--- src/rtl/req_gnt_pkg.sv ---
// Shared types and default parameters for the tagged req/gnt grant-side responder.
package req_gnt_pkg;

  localparam int ID_W_DEF    = 2;
  localparam int DEPTH_DEF   = 4;
  localparam int MIN_LAT_DEF = 3;
  localparam int AGE_W_DEF   = $clog2(MIN_LAT_DEF + 1);

  typedef enum logic [1:0] {
    IDLE  = 2'd0,
    WAIT  = 2'd1,
    GRANT = 2'd2,
    GAP   = 2'd3
  } state_e;

  typedef struct packed {
    logic [ID_W_DEF-1:0]  id;
    logic [AGE_W_DEF-1:0] age;
  } entry_t;

endpackage

--- src/rtl/tag_age_fifo.sv ---
// In-order tag FIFO; every slot carries an age counter that saturates at MIN_LAT.
module tag_age_fifo
  import req_gnt_pkg::*;
#(
  parameter int ID_W    = ID_W_DEF,
  parameter int DEPTH   = DEPTH_DEF,
  parameter int MIN_LAT = MIN_LAT_DEF
) (
  input  logic                             clk,
  input  logic                             rst_n,
  input  logic                             push,
  input  logic [ID_W-1:0]                  push_id,
  input  logic                             pop,
  output logic                             full,
  output logic                             empty,
  output logic [ID_W-1:0]                  head_id,
  output logic [$clog2(MIN_LAT+1)-1:0]     head_age
);

  localparam int AW    = $clog2(DEPTH);
  localparam int PW    = AW + 1;
  localparam int AGE_W = $clog2(MIN_LAT + 1);
  localparam logic [AGE_W-1:0] AGE_MAX = AGE_W'(MIN_LAT);

  logic [PW-1:0]    wr_ptr_q, wr_ptr_d;
  logic [PW-1:0]    rd_ptr_q, rd_ptr_d;
  logic [PW-1:0]    count_d;
  logic             full_q, full_d;
  logic             empty_q, empty_d;
  logic [ID_W-1:0]  id_mem [DEPTH];
  logic [AGE_W-1:0] age_q  [DEPTH];
  logic [AGE_W-1:0] age_d  [DEPTH];
  logic [AW-1:0]    wr_idx;
  logic [AW-1:0]    rd_idx;

  assign wr_idx = wr_ptr_q[AW-1:0];
  assign rd_idx = rd_ptr_q[AW-1:0];

  // Flags are derived from next-state pointers so they appear the cycle after the push/pop.
  always_comb begin
    wr_ptr_d = wr_ptr_q + PW'(push);
    rd_ptr_d = rd_ptr_q + PW'(pop & ~empty_q);
    count_d  = wr_ptr_d - rd_ptr_d;
    full_d   = (count_d == PW'(DEPTH));
    empty_d  = (count_d == '0);
    for (int i = 0; i < DEPTH; i++) begin
      if (push && (wr_idx == AW'(i))) begin
        age_d[i] = '0;
      end else if (age_q[i] != AGE_MAX) begin
        age_d[i] = age_q[i] + AGE_W'(1);
      end else begin
        age_d[i] = age_q[i];
      end
    end
  end

  always_ff @(posedge clk or negedge rst_n) begin
    if (!rst_n) begin
      wr_ptr_q <= '0;
      rd_ptr_q <= '0;
      full_q   <= 1'b0;
      empty_q  <= 1'b1;
      for (int i = 0; i < DEPTH; i++) begin
        age_q[i] <= '0;
      end
    end else begin
      wr_ptr_q <= wr_ptr_d;
      rd_ptr_q <= rd_ptr_d;
      full_q   <= full_d;
      empty_q  <= empty_d;
      for (int i = 0; i < DEPTH; i++) begin
        age_q[i] <= age_d[i];
      end
    end
  end

  always_ff @(posedge clk) begin
    if (push) begin
      id_mem[wr_idx] <= push_id;
    end
  end

  assign full     = full_q;
  assign empty    = empty_q;
  assign head_id  = id_mem[rd_idx];
  assign head_age = age_q[rd_idx];

endmodule

--- src/rtl/req_gnt_responder.sv ---
// Grant-side responder: captures rising req edges with their tag and returns one
// single-cycle gnt per capture, in order, after the entry has aged MIN_LAT cycles.
module req_gnt_responder
  import req_gnt_pkg::*;
#(
  parameter int ID_W    = ID_W_DEF,
  parameter int DEPTH   = DEPTH_DEF,
  parameter int MIN_LAT = MIN_LAT_DEF
) (
  input  logic            clk,
  input  logic            rst_n,
  input  logic            req,
  input  logic [ID_W-1:0] req_id,
  input  logic            gnt_en,
  output logic            gnt,
  output logic [ID_W-1:0] gnt_id,
  output logic            busy,
  output logic            full,
  output logic            overflow
);

  localparam int AGE_W = $clog2(MIN_LAT + 1);
  localparam logic [AGE_W-1:0] AGE_MAX = AGE_W'(MIN_LAT);

  state_e           state_q, state_d;
  logic             req_q;
  logic             gnt_q, gnt_d;
  logic [ID_W-1:0]  gnt_id_q, gnt_id_d;
  logic             busy_q, busy_d;
  logic             overflow_q, overflow_d;
  logic             capture, push, pop;
  logic             fifo_full, fifo_empty;
  logic [ID_W-1:0]  head_id;
  logic [AGE_W-1:0] head_age;

  assign capture = req & ~req_q;
  assign pop     = (state_q == GRANT);
  // A full queue still accepts a capture when the head leaves in the same cycle.
  assign push    = capture & (~fifo_full | pop);

  tag_age_fifo #(
    .ID_W    (ID_W),
    .DEPTH   (DEPTH),
    .MIN_LAT (MIN_LAT)
  ) u_fifo (
    .clk      (clk),
    .rst_n    (rst_n),
    .push     (push),
    .push_id  (req_id),
    .pop      (pop),
    .full     (fifo_full),
    .empty    (fifo_empty),
    .head_id  (head_id),
    .head_age (head_age)
  );

  always_comb begin
    state_d = state_q;
    case (state_q)
      IDLE:    if (!fifo_empty) state_d = WAIT;
      WAIT:    if ((head_age == AGE_MAX) && gnt_en) state_d = GRANT;
      GRANT:   state_d = GAP;
      GAP:     state_d = fifo_empty ? IDLE : WAIT;
      default: state_d = IDLE;
    endcase
  end

  always_comb begin
    gnt_d      = (state_d == GRANT);
    gnt_id_d   = (state_d == GRANT) ? head_id : gnt_id_q;
    busy_d     = push | ~fifo_empty | (state_d != IDLE);
    overflow_d = overflow_q | (capture & fifo_full & ~pop);
  end

  always_ff @(posedge clk or negedge rst_n) begin
    if (!rst_n) begin
      state_q    <= IDLE;
      req_q      <= 1'b0;
      gnt_q      <= 1'b0;
      gnt_id_q   <= '0;
      busy_q     <= 1'b0;
      overflow_q <= 1'b0;
    end else begin
      state_q    <= state_d;
      req_q      <= req;
      gnt_q      <= gnt_d;
      gnt_id_q   <= gnt_id_d;
      busy_q     <= busy_d;
      overflow_q <= overflow_d;
    end
  end

  assign gnt      = gnt_q;
  assign gnt_id   = gnt_id_q;
  assign busy     = busy_q;
  assign full     = fifo_full;
  assign overflow = overflow_q;

endmodule

--- config.mk ---
export PLATFORM = sky130hd
export DESIGN_NAME = req_gnt_responder
export DESIGN_NICKNAME = d
export VERILOG_FILES = /design/src/rtl/req_gnt_pkg.sv /design/src/rtl/tag_age_fifo.sv /design/src/rtl/req_gnt_responder.sv
export SDC_FILE = /design/constraint.sdc
export NUM_CORES = 1
export LEC_CHECK = 0
export ABC_AREA = 1
export CAP_MARGIN = 30
export CORE_MARGIN = 2
export CORE_UTILIZATION = 50
export DETAILED_ROUTE_END_ITERATION = 16
export PLACE_DENSITY = 0.71
export SYNTH_ARGS = -nofsm -noshare
export SYNTH_HDL_FRONTEND = slang
export SYNTH_HIERARCHICAL = 1
export SYNTH_SLANG_ARGS = --single-unit
--- constraint.sdc ---
create_clock -name clk -period 4.4 [get_ports clk]
set_input_delay 0.88 -clock clk [delete_from_list [all_inputs] [get_ports clk]]
set_output_delay 0.88 -clock clk [all_outputs]
set_load 0.01 [all_outputs]
Word-level counts from Yosys, hierarchy flattened
Memories as Yosys holds them, arrays and structs flattened. A register that Yosys moved wholly into a read port is not among the register bits.
Index checks and enable logic that the tools add are counted.
{"block": "totals", "regBits": 22, "latch_bits": 0, "mem_bits_rw": 8, "mem_bits_ro": 0, "in_bits": 6, "out_inout_bits": 6, "word_cells": 81, "mem_count": 1}
{"memory": "u_fifo.id_mem", "depth": 4, "width": 2, "rd": 1, "rd_clocked_by_memory_dff": 1, "wr": 1, "line_no": "tag_age_fifo.sv:30", "text": "logic [ID_W-1:0] id_mem [DEPTH];"}
{"block": "op_classes", "add_sub_neg": 7, "mul": 0, "div_mod_pow": 0, "magnitude_cmp": 1, "eq_ne": 13, "shifts": 0, "muxes": 17, "n_bitwise": 15, "n_reduce_logical": 14}
{"operator": "2-bit 2-to-1 mux", "count": 12}
{"operator": "2-bit equality test, second input constant", "count": 6}
{"operator": "2-bit nonzero test", "count": 5}
{"operator": "2-bit by 1-bit adder with 2-bit output, second input constant", "count": 4}
{"operator": "2-bit inequality test, second input constant", "count": 4}
{"operator": "2-bit case mux with 4 select lines", "count": 1}
{"operator": "1-bit logical AND", "count": 5}
{"operator": "1-bit bitwise AND", "count": 4}
{"operator": "2-bit binary-select mux with 2-bit select", "count": 1}
{"operator": "2-bit by 1-bit equality test with 1-bit output, second input constant", "count": 2}
{"operator": "2-bit logical NOT", "count": 2}
{"operator": "1-bit NOT", "count": 4}
{"operator": "1-bit OR", "count": 4}
{"operator": "3-bit by 1-bit adder with 3-bit output", "count": 1}
{"operator": "3-bit adder", "count": 1}
{"operator": "1-bit by 3-bit bitwise AND with 3-bit output", "count": 1}
{"operator": "3-bit equality test, second input constant", "count": 1}
{"operator": "3-bit greater-or-equal comparator, second input constant", "count": 1}
{"operator": "3-bit logical NOT", "count": 1}
{"operator": "1-bit 2-to-1 mux", "count": 3}
{"operator": "1-bit NOT with 3-bit output", "count": 1}
{"operator": "2-bit NOT with 3-bit output", "count": 1}
{"operator": "3-bit subtractor", "count": 1}
{"operator": "1-bit logical NOT", "count": 1}

Logic depth before layout (Yosys ltp)
Gate-level depths: netlist of run 1.
{"block": "depth", "depth_word": 10, "depth_mapped": 15, "ltp_nobuf": 15}

Hierarchy
The synthesis of run 1 kept the hierarchy.
{"mod": "tag_age_fifo", "n_inst": 1, "cells_each": 113, "area_per_inst_um2": 1187.4, "seq_area_each_um2": 641.9}
{"mod": "req_gnt_responder", "n_inst": 1, "cells_each": 41, "area_per_inst_um2": 350.3, "seq_area_each_um2": 200.2}

Worst setup path after synthesis of run 1
OpenSTA, ideal clock, no wires.
{"block": "synth_timing", "path_type": "input to register", "start": "input req", "end": "register u_fifo.empty_q (netlist: u_fifo/empty)", "setup_ns": 0.067, "arrival_time_ns": 2.290, "required_time_ns": 4.333, "path_slack_ns": 2.043, "cell_stages": 12, "n_path_buf": 0, "cell_sequence": "inv_1 -> nor2_1 -> nand2_1 -> inv_1 -> ha_1 -> ha_1 -> ha_1 -> a21oi_1 -> nand2_1 -> nand3_1 -> nand2_1 -> nor2_1"}
{"block": "synth_between", "elab_chain_len": 5}
{"item": "start: declaration", "line_no": "req_gnt_responder.sv:12", "text": "input logic req,"}
{"item": "1-bit bitwise AND", "line_no": "req_gnt_responder.sv:36", "text": "assign capture = req & ~req_q;"}
{"item": "1-bit bitwise AND", "line_no": "req_gnt_responder.sv:39", "text": "assign push = capture & (~fifo_full | pop);"}
{"item": "net push", "line_no": "req_gnt_responder.sv:31", "text": "logic capture, push, pop;"}
{"item": "3-bit by 1-bit adder with 3-bit output", "line_no": "tag_age_fifo.sv:41", "text": "wr_ptr_d = wr_ptr_q + PW'(push);"}
{"item": "net u_fifo.wr_ptr_d[1]", "line_no": "tag_age_fifo.sv:25", "text": "logic [PW-1:0] wr_ptr_q, wr_ptr_d;"}
{"item": "3-bit subtractor", "line_no": "tag_age_fifo.sv:43", "text": "count_d = wr_ptr_d - rd_ptr_d;"}
{"item": "3-bit logical NOT", "line_no": "tag_age_fifo.sv:45", "text": "empty_d = (count_d == '0);"}
{"item": "net u_fifo.empty_d", "line_no": "tag_age_fifo.sv:29", "text": "logic empty_q, empty_d;"}
{"item": "end signal: assignment", "line_no": "tag_age_fifo.sv:70", "text": "empty_q <= empty_d;"}
{"item": "end: declaration", "line_no": "tag_age_fifo.sv:29"}
The timed path passes the listed nets, and every way through them passes these cells.
A chain may end at the register's enable or synchronous reset.

Worst setup path after layout of run 1
Ends and elaborated chain as after synthesis.

==> results of run 1 <==
## cell usage after synthesis (all sizes together)
master  instances  share of area (%)
inv            30                7.3
nand2          25                6.6
dfrtp          23                 37
nor2           16                4.1
ha             10                8.1
edfxtp          8                 16
o21ai           8                2.6
nand3           6                2.3
xor2            5                3.3
mux2i           4                2.6
nor3            4                2.6
o22ai           4                1.6
or2             4                1.6
o21bai          3                1.5
a21oi           2               0.65
buf             1               0.33
dfstp           1                1.7
## power by group through the flow
stage	Combinational, mW	Sequential (mW)	Clock [mW]
5_1_grt	0.650	0.518	0.173
6_report	0.555	0.505	0.156
2_1_floorplan	0.426	0.493	0
4_1_cts	0.566	0.505	0.161
3_5_place_dp	0.561	0.512	0
3_3_place_gp	0.523	0.505	0
## registers in the layout, summed over array words and instances, names as in the netlist
name and cells:
u_fifo/age_q 8, u_fifo/full 1, u_fifo/id_mem 8, gnt 1
u_fifo/empty 1, gnt_id 2, overflow 1, busy 1
state_q 2, u_fifo/rd_ptr_q 3, req_q 1, u_fifo/wr_ptr_q 3
## cell families (layout without fill, tap and decap cells)
logic type,count (synthesis),after routing,share of synthesized area (%)
muxes,4,4,2.60
buffers and inverters,31,50,7.65
DFF,32,32,54.8
AOI/OAI and AO/OA,17,17,6.35
xor gates and xnor gates,5,5,3.34
and+or+nand+nor,55,55,17.2
adders and majority gates,10,10,8.14
## metrics by stage
step / power (mW) / hold slack [ps] / area [um2]
2_1_floorplan: 0.918 / 467 / 1540
3_3_place_gp: 1.03 / 461 / 1680
3_5_place_dp: 1.07 / 499 / 1710
4_1_cts: 1.23 / 518 / 1760
5_1_grt: 1.34 / 524 / 1760
6_report: 1.22 / 514 / 1760
## final cells by class
cell class	instances	area share, %
clock buffers	7	2.56
clock inverters	1	0.284
inverters	30	6.39
multi-input cells	91	32.8
flip-flops and latches	32	47.8
well taps	33	2.34
repair buffers	12	7.81
## worst min path at each step
stage                                 startpoint                           end  slack, ps  cells past startpoint
detailed placement            overflow$_DFF_PN0_            overflow$_DFF_PN0_        500                      1
global placement              overflow$_DFF_PN0_            overflow$_DFF_PN0_        460                      1
finish              u_fifo/rd_ptr_q[2]$_DFF_PN0_  u_fifo/rd_ptr_q[2]$_DFF_PN0_        510                      1
floorplan           u_fifo/rd_ptr_q[2]$_DFF_PN0_  u_fifo/rd_ptr_q[2]$_DFF_PN0_        470                      1
global route        u_fifo/rd_ptr_q[2]$_DFF_PN0_  u_fifo/rd_ptr_q[2]$_DFF_PN0_        520                      1
CTS                 u_fifo/rd_ptr_q[2]$_DFF_PN0_  u_fifo/rd_ptr_q[2]$_DFF_PN0_        520                      1
## routing by layer
layer | vias to the layer above | track usage [%] | share of wire (%)
li1 | 524 | - | -
met3 | 4 | 4.59 | 3.4
met5 | - | 0 | 0
met2 | 13 | 27.0 | 51
met4 | 0 | 6.82 | 1.3
met1 | 497 | 20.5 | 45
==> results.ini, run 1 <==
[run_status]
status=finished, final reports clean

[setup_path]
rr_startpoint=state_q[0]$_DFF_PN0_
path_max_fanout=3
cp_top_family=adder cells
path_depth=13
crit_end=u_fifo/empty$_DFF_PN1_
worstPathCellList=clkdlybuf4s50_1 -> inv_1 -> nor2_1 -> nand2_1 -> inv_1 -> ha_1 -> ha_1 -> ha_1 -> a21oi_1 -> nand2_1 -> nand3_2 -> nand2_1 -> nor2_1
crit_type=in2reg
path_buf_inv=3
slowest_delay_ps=470
cp.required_ps=4670
cp_slowest_cell=clkdlybuf4s50_1
crit_path_end_kind=flip-flop
regToRegSetupSlack_ps=2310
cp-startpoint=req
cp.arrival_ps=2900
crit_path_start_kind=primary input
reg2regPathDepth=13
r2r_end=u_fifo/empty$_DFF_PN1_

[synth]
ys_ff_latch=32
ys_warn_count=6
synth_area_mm2=0.00154
netlist_instances=154
syn_nets=170
synth_cell_types=22
ys_seq_area_share_pct=54.8
syn_avg_cell_area_um2=9.99

[finish]
final_util_pct=59.2
layout_common_cells=inv_1, dfrtp_1, nand2_1, nor2_1, clkdlybuf4s50_1
finalNetCount=188
multi_input_area_um2=578
layout_commonest_cell=inv_1
antenna_cells=0
register_area_um2=842
instances_no_fill=206
drive_gt1_share_pct=13.3
nFillCells=279
syn_to_final_growth_pct=14.6

[power_and_ir_drop]
p_sw_mw=0.489
p_leak_nw=0.864
ir_worst_vdd_mv=0.377
p_comb_share_pct=45.7
clkPwrFrac_pct=12.8
power-per-cell-area_mw_per_mm2=690
power_frac_seq_pct=41.5
switching_share_pct=40.2
internal_power_mw=0.727

[place]
dp.cells=198
port_buffers=11
place_ws_ps=1400
gp_congestion=0.778
dp_hpwl_um=1960

[timing]
timing.setup.tns_ps=0
layout_setup_ws_ps=1770
worst_pin_slew_ps=341
max_slew_margin_pct=77.2
rsz0062_at_grt=false
finalSetupViolations=0
drv_slew=0
min_period_over_period_pct=59.8
clock_skew_ps=11.7
fmax_mhz=380
hold_violations=0
fin_crit_ps=2630

[floorplanning]
die_area_mm2=0.00353
initial_core_util_pct=51.6
rows=20
die_h_um=59.5
chipWidth_um=59.5
ioPinCount=12
core_mm2=0.00298

[routing]
drc=0
via_per_inst=5.04
first_pass_iters=4
drtIter0Drc=34
vias=1038
routed_wl_um=2470
wire_per_inst_um=12.0
antenna_left=0

[cts]
cts_buffers=5
hold_buffers=0
numClockSinks=32
clockBufferDepth=2
cts_tree=yes
clk_pin_slew_ps=100
cts_root_buf=clkbuf_4
htree_levels=2
cts_resized=0
cts_setup_buffers=0
clock_latency_ps=320

[global_routing]
antenna_found_initial=0
grt_pass1_wl_um=4260
grt_pass1_vias=1016
track_usage_pct=16.5
grt_max_degree=21
grt_overflow=0

[min_path]
hp-class=reg2reg

[run]
maxCapViolCount=0

No activity file was read; power rests on OpenSTA's default activity.
==> run 2, diff against run 1 <==
clock period = 2.7 ns   (was 4.4 ns; I/O delays follow)
==> run 2 against run 1 <==
Net effect:
- total power grew 68%
- clock skew shrank 1.9 ps
- setup slack lost 1300 ps
- cell count is the same
- wire length increased by 5.4%
- flip-flop and latch count did not move
- largest power group unchanged
==> results.ini, run 2 (synthesized netlist as in run 1, its figures left out) <==
[timing]
timing.setup.tns_ps=0
rsz0062_at_grt=false
fin_crit_ps=2270
hold_violations=0
layout_setup_ws_ps=435
worst_pin_slew_ps=379
clock_skew_ps=9.82
drv_slew=0
fmax_mhz=441
holdWs_ps=512
min_period_over_period_pct=83.9
max_slew_margin_pct=74.6
finalSetupViolations=0

[finish]
nFillCells=259
layout_commonest_cell=inv_1
final_util_pct=59.1
syn_to_final_growth_pct=14.5
reg.largest.list=u_fifo/age_q (8), u_fifo/id_mem (8)
stdcell_area_mm2=0.00176
register_area_um2=842
antenna_cells=0
instances_no_fill=206
drive_gt1_share_pct=13.9
multi_input_area_um2=578
finalNetCount=188
layout_common_cells=inv_1, dfrtp_1, nand2_1, nor2_1, clkdlybuf4s50_1

[place]
postPlaceCellArea_mm2=0.00169
dp.cells=198
dp_hpwl_um=1980
gp_congestion=0.777
port_buffers=11
place_ws_ps=72.1

[power_and_ir_drop]
switching_share_pct=39.7
p_leak_nw=0.866
finalPower_mw=2.05
power-per-cell-area_mw_per_mm2=1160
p_sw_mw=0.812
p_comb_share_pct=44.7
clkPwrFrac_pct=15.0
internal_power_mw=1.23
ir_worst_vdd_mv=0.699
power_frac_seq_pct=40.3

[cts]
htree_levels=2
cts_tree=yes
cts_resized=0
cts_root_buf=clkbuf_4
clk_pin_slew_ps=100
numClockSinks=32
clock_latency_ps=320
cts_buffers=5
cts_setup_buffers=0
clockBufferDepth=2
hold_buffers=0

[global_routing]
grt_overflow=0
grt_pass1_wl_um=4500
grt_max_degree=25
track_usage_pct=17.8
antenna_found_initial=0
grt_pass1_vias=1053

[routing]
via_per_inst=5.14
routed.top_layer=met4
antenna_left=0
vias=1059
wl_met3_um=147
dr_wl_met2_um=1300
drtIter0Drc=56
first_pass_iters=4
routed_wl_um=2610
drc=0
wire_per_inst_um=12.7
met1_length_um=1120

[floorplanning]
core_mm2=0.00298
rows=20
ioPinCount=12
die_area_mm2=0.00353
chipWidth_um=59.5
die_h_um=59.5
initial_core_util_pct=51.6

[setup_path]
regToRegSetupSlack_ps=620
crit_path_end_kind=flip-flop
cp_slowest_cell=clkdlybuf4s50_1
path_depth=13
slowest_delay_ps=470
reg2regPathDepth=13
crit_path_start_kind=primary input
crit_type=in2reg
cp_top_family=adder cells
cp.arrival_ps=2530
cp.required_ps=2970
worstPathCellList=clkdlybuf4s50_1 -> inv_1 -> nor2_1 -> nand2_1 -> inv_1 -> ha_1 -> ha_1 -> ha_1 -> a21oi_1 -> nand2_1 -> nand3_1 -> nand2_1 -> nor2_1
path_buf_inv=3
path_max_fanout=3

[run]
maxCapViolCount=0

[run_status]
status=finished, final reports clean

[min_path]
hold_depth=1
hp-class=reg2reg

[run 2: cell count changes in the layout (fill, tap and decap cells not counted)]
| cell | change |
|---|---|
| clkbuf_8 | +2 |
| buf_4 | +1 |
| buf_16 | -1 |
| clkbuf_1 | -1 |
| clkinv_2 | -1 |
[run 2: power by group through the flow]
| stage | registers [mW] | logic [mW] | clock network (mW) |
|---|---|---|---|
| floorplan | 0.803 | 0.693 | 0 |
| global placement | 0.823 | 0.854 | 0 |
| detailed placement | 0.838 | 0.918 | 0 |
| CTS | 0.825 | 0.925 | 0.318 |
| global route | 0.847 | 1.05 | 0.345 |
| finish | 0.825 | 0.915 | 0.308 |
[run 2: routing by layer]
| layer | GRT usage [%] | vias up |
|---|---|---|
| met5 | 0 | - |
| met2 | 29.4 | 23 |
| li1 | - | 526 |
| met1 | 20.7 | 505 |
| met4 | 7.47 | 0 |
| met3 | 6.55 | 5 |
[run 2: worst paths after layout]
path,start,end
setup / recovery,req,u_fifo/empty$_DFF_PN1_
hold / removal,u_fifo/rd_ptr_q[2]$_DFF_PN0_,u_fifo/rd_ptr_q[2]$_DFF_PN0_
setup reg to reg,state_q[0]$_DFF_PN0_,u_fifo/empty$_DFF_PN1_
hold reg to reg,u_fifo/rd_ptr_q[2]$_DFF_PN0_,u_fifo/rd_ptr_q[2]$_DFF_PN0_
max in group asynchronous,rst_n,u_fifo/empty$_DFF_PN1_
min in group asynchronous,rst_n,u_fifo/age_q[7]$_DFFE_PN0P_
[run 2: cell type report]
cell class                      instances  share of cell area, %
Sequential cell                        32                   47.8
Multi-Input combinational cell         91                   32.8
Timing Repair Buffer                   12                   6.68
Inverter                               30                   6.40
Clock buffer                            8                   3.91
Tap cell                               33                   2.35
[run 2: worst reg2reg max path: cells and delay by family, from the launching register on]
| kind | cells | cell delay (ps) |
|---|---|---|
| compound gates | 1 | 190 |
| flops | 1 | 380 |
| fa+ha+maj | 3 | 810 |
| buf+inv | 2 | 120 |
| simple gates | 7 | 540 |
==> run 3, diff against run 2 <==
PLACE_DENSITY = 0.74   (was 0.71)
clock period = 1.9 ns   (was 2.7 ns; I/O delays follow)
==> run 3 against run 2 <==
Net effect:
- the run now ends with negative setup slack left
- critical path depth increased by 1
- die area unchanged
- non-clock buffer count increased by 17
- total power increased by 57%
- clock skew decreased by 5.5 ps
- first-iteration DRC count decreased by 20%
- wire length increased by 12%
- global-route usage increased by 1.1 points
- critical path type is now reg2reg
==> results.ini, run 3 (synthesized netlist as in run 1, its figures left out) <==
[floorplanning]
die_h_um=59.5
initial_core_util_pct=51.6
rows=20
ioPinCount=12
die_area_mm2=0.00353
core_mm2=0.00298
chipWidth_um=59.5

[setup_path]
crit_type=reg2reg
slowest_delay_ps=400
path_buf_inv=3
worstPathCellList=nand2_2 -> inv_2 -> inv_2 -> nor2_2 -> ha_2 -> ha_4 -> inv_4 -> ha_4 -> nand2_2 -> nand2_2 -> nand2_2 -> nand3_2 -> nand2_1 -> nor2_1
crit_path_end_kind=flip-flop
crit_path_start_kind=flip-flop
cp.required_ps=2180
cp_common_cell=nand2_2
cp.arrival_ps=2180
cp_slowest_cell=dfrtp_1
path_max_fanout=3
cp_top_family=adder cells

[routing]
routed.top_layer=met4
first_pass_iters=4
vias=1130
dr_wl_met2_um=1550
routed_wl_um=2930
wl_met3_um=82
drc=0
wire_per_inst_um=13.1
met1_length_um=1230
drtIter0Drc=45
via_per_inst=5.07
antenna_left=0

[power_and_ir_drop]
finalPower_mw=3.20
p_leak_nw=0.929
ir_worst_vdd_mv=1.13
power-per-cell-area_mw_per_mm2=1630

[cts]
clockBufferDepth=2
hold_buffers=0
numClockSinks=32
htree_levels=2
cts_root_buf=clkbuf_4
cts_buffers=5
cts_tree=yes
clock_latency_ps=330
clk_pin_slew_ps=90

[timing]
hold_violations=0
layout_setup_ws_ps=-5.19
fin_crit_ps=1910
fmax_mhz=525
rsz0062_at_grt=true
worst_pin_slew_ps=322
finalSetupViolations=1
max_slew_margin_pct=78.4
min_period_over_period_pct=100
clock_skew_ps=4.31
drv_slew=0

[global_routing]
track_usage_pct=18.9
grt_pass1_vias=1123
antenna_found_initial=0
grt_max_degree=25
grt_overflow=0
grt_pass1_wl_um=4740

[finish]
stdcell_area_mm2=0.00196
syn_to_final_growth_pct=27.5
layout_common_cells=dfrtp_1, inv_1, buf_4, nand2_1, nor2_1
antenna_cells=0
register_area_um2=842
multi_input_area_um2=668
reg.largest.list=u_fifo/age_q (8), u_fifo/id_mem (8)
drive_gt1_share_pct=31.1
finalNetCount=205
layout_commonest_cell=dfrtp_1
instances_no_fill=223
nFillCells=237

[run_status]
violations=negative setup slack
status=finished with violations

[min_path]
hp-class=in2reg

[run]
maxCapViolCount=0

[place]
gp_congestion=0.746
dp.cells=202
postPlaceCellArea_mm2=0.00174
place_ws_ps=-477
dp_hpwl_um=1970
port_buffers=11

run 3: cell types whose count changed in the layout (fill, tap and decap cells not counted), sizes merged:
cell / delta
buf: +17
clkbuf: -1
clkdlybuf4s50: -1
clkinv: +1
dlygate4sd2: +1
run 3: path summary, 6_finish.rpt:
kind	from	end	slack, ps	cells after the start
max reg2reg	state_q[1]$_DFF_PN0_	u_fifo/empty$_DFF_PN1_	-5	14
min reg2reg	overflow$_DFF_PN0_	overflow$_DFF_PN0_	490	1
max	state_q[1]$_DFF_PN0_	u_fifo/empty$_DFF_PN1_	-5	14
min in group asynchronous	rst_n	u_fifo/rd_ptr_q[1]$_DFF_PN0_	390	2
min	req	req_q$_DFF_PN0_	310	1
max in group asynchronous	rst_n	u_fifo/empty$_DFF_PN1_	1230	2
run 3: metal layers:
metal  GRT usage [%]  vias up
met3            4.59        7
li1                -      562
met4            11.7        0
met2            31.7       16
met1            21.4      545
met5               0        -
run 3: worst register-to-register path: cells and delay by family, from the launching register on:
| family | cells | cell delay [ps] |
|---|---|---|
| buf+inv | 3 | 130 |
| simple gates | 8 | 600 |
| flops | 1 | 400 |
| fa+ha+maj | 3 | 750 |
run 3: cell type report:
class,count,share of cell area (%)
Clock buffer,7,2.30
Clock inverter,1,0.255
Inverter,30,5.87
Multi-Input combinational cell,91,34.1
Sequential cell,32,42.9
Tap cell,33,2.11
Timing Repair Buffer,29,12.4
run 3: timing repair:
| item | 4_1_cts | 5_1_grt |
|---|---|---|
| pin swaps | 5 | 10 |
| setup endpoints to repair | 2 | 3 |
| cloned | 0 | 0 |
| setup buffers | 12 | 1 |
| hold endpoints to repair | 0 | 0 |
| gates resized for setup | 8 | 13 |
run 3: power by group:
group          leakage, nW  switching (mW)  internal [mW]  total (mW)
Sequential           0.355           0.207          0.959        1.17
Clock               0.0293           0.224          0.144       0.368
Combinational        0.544           0.882          0.788        1.67
run 3: per-stage QoR:
stage	TNS [ps]	hold WS [ps]	utilization (%)
final	-5.19	311	65.8
after CTS	0	287	64.2
after floorplan	0	84.4	-
after detailed placement	-1260	470	58.4
after global routing	-240	293	65.8
after global placement	-772	459	58.4
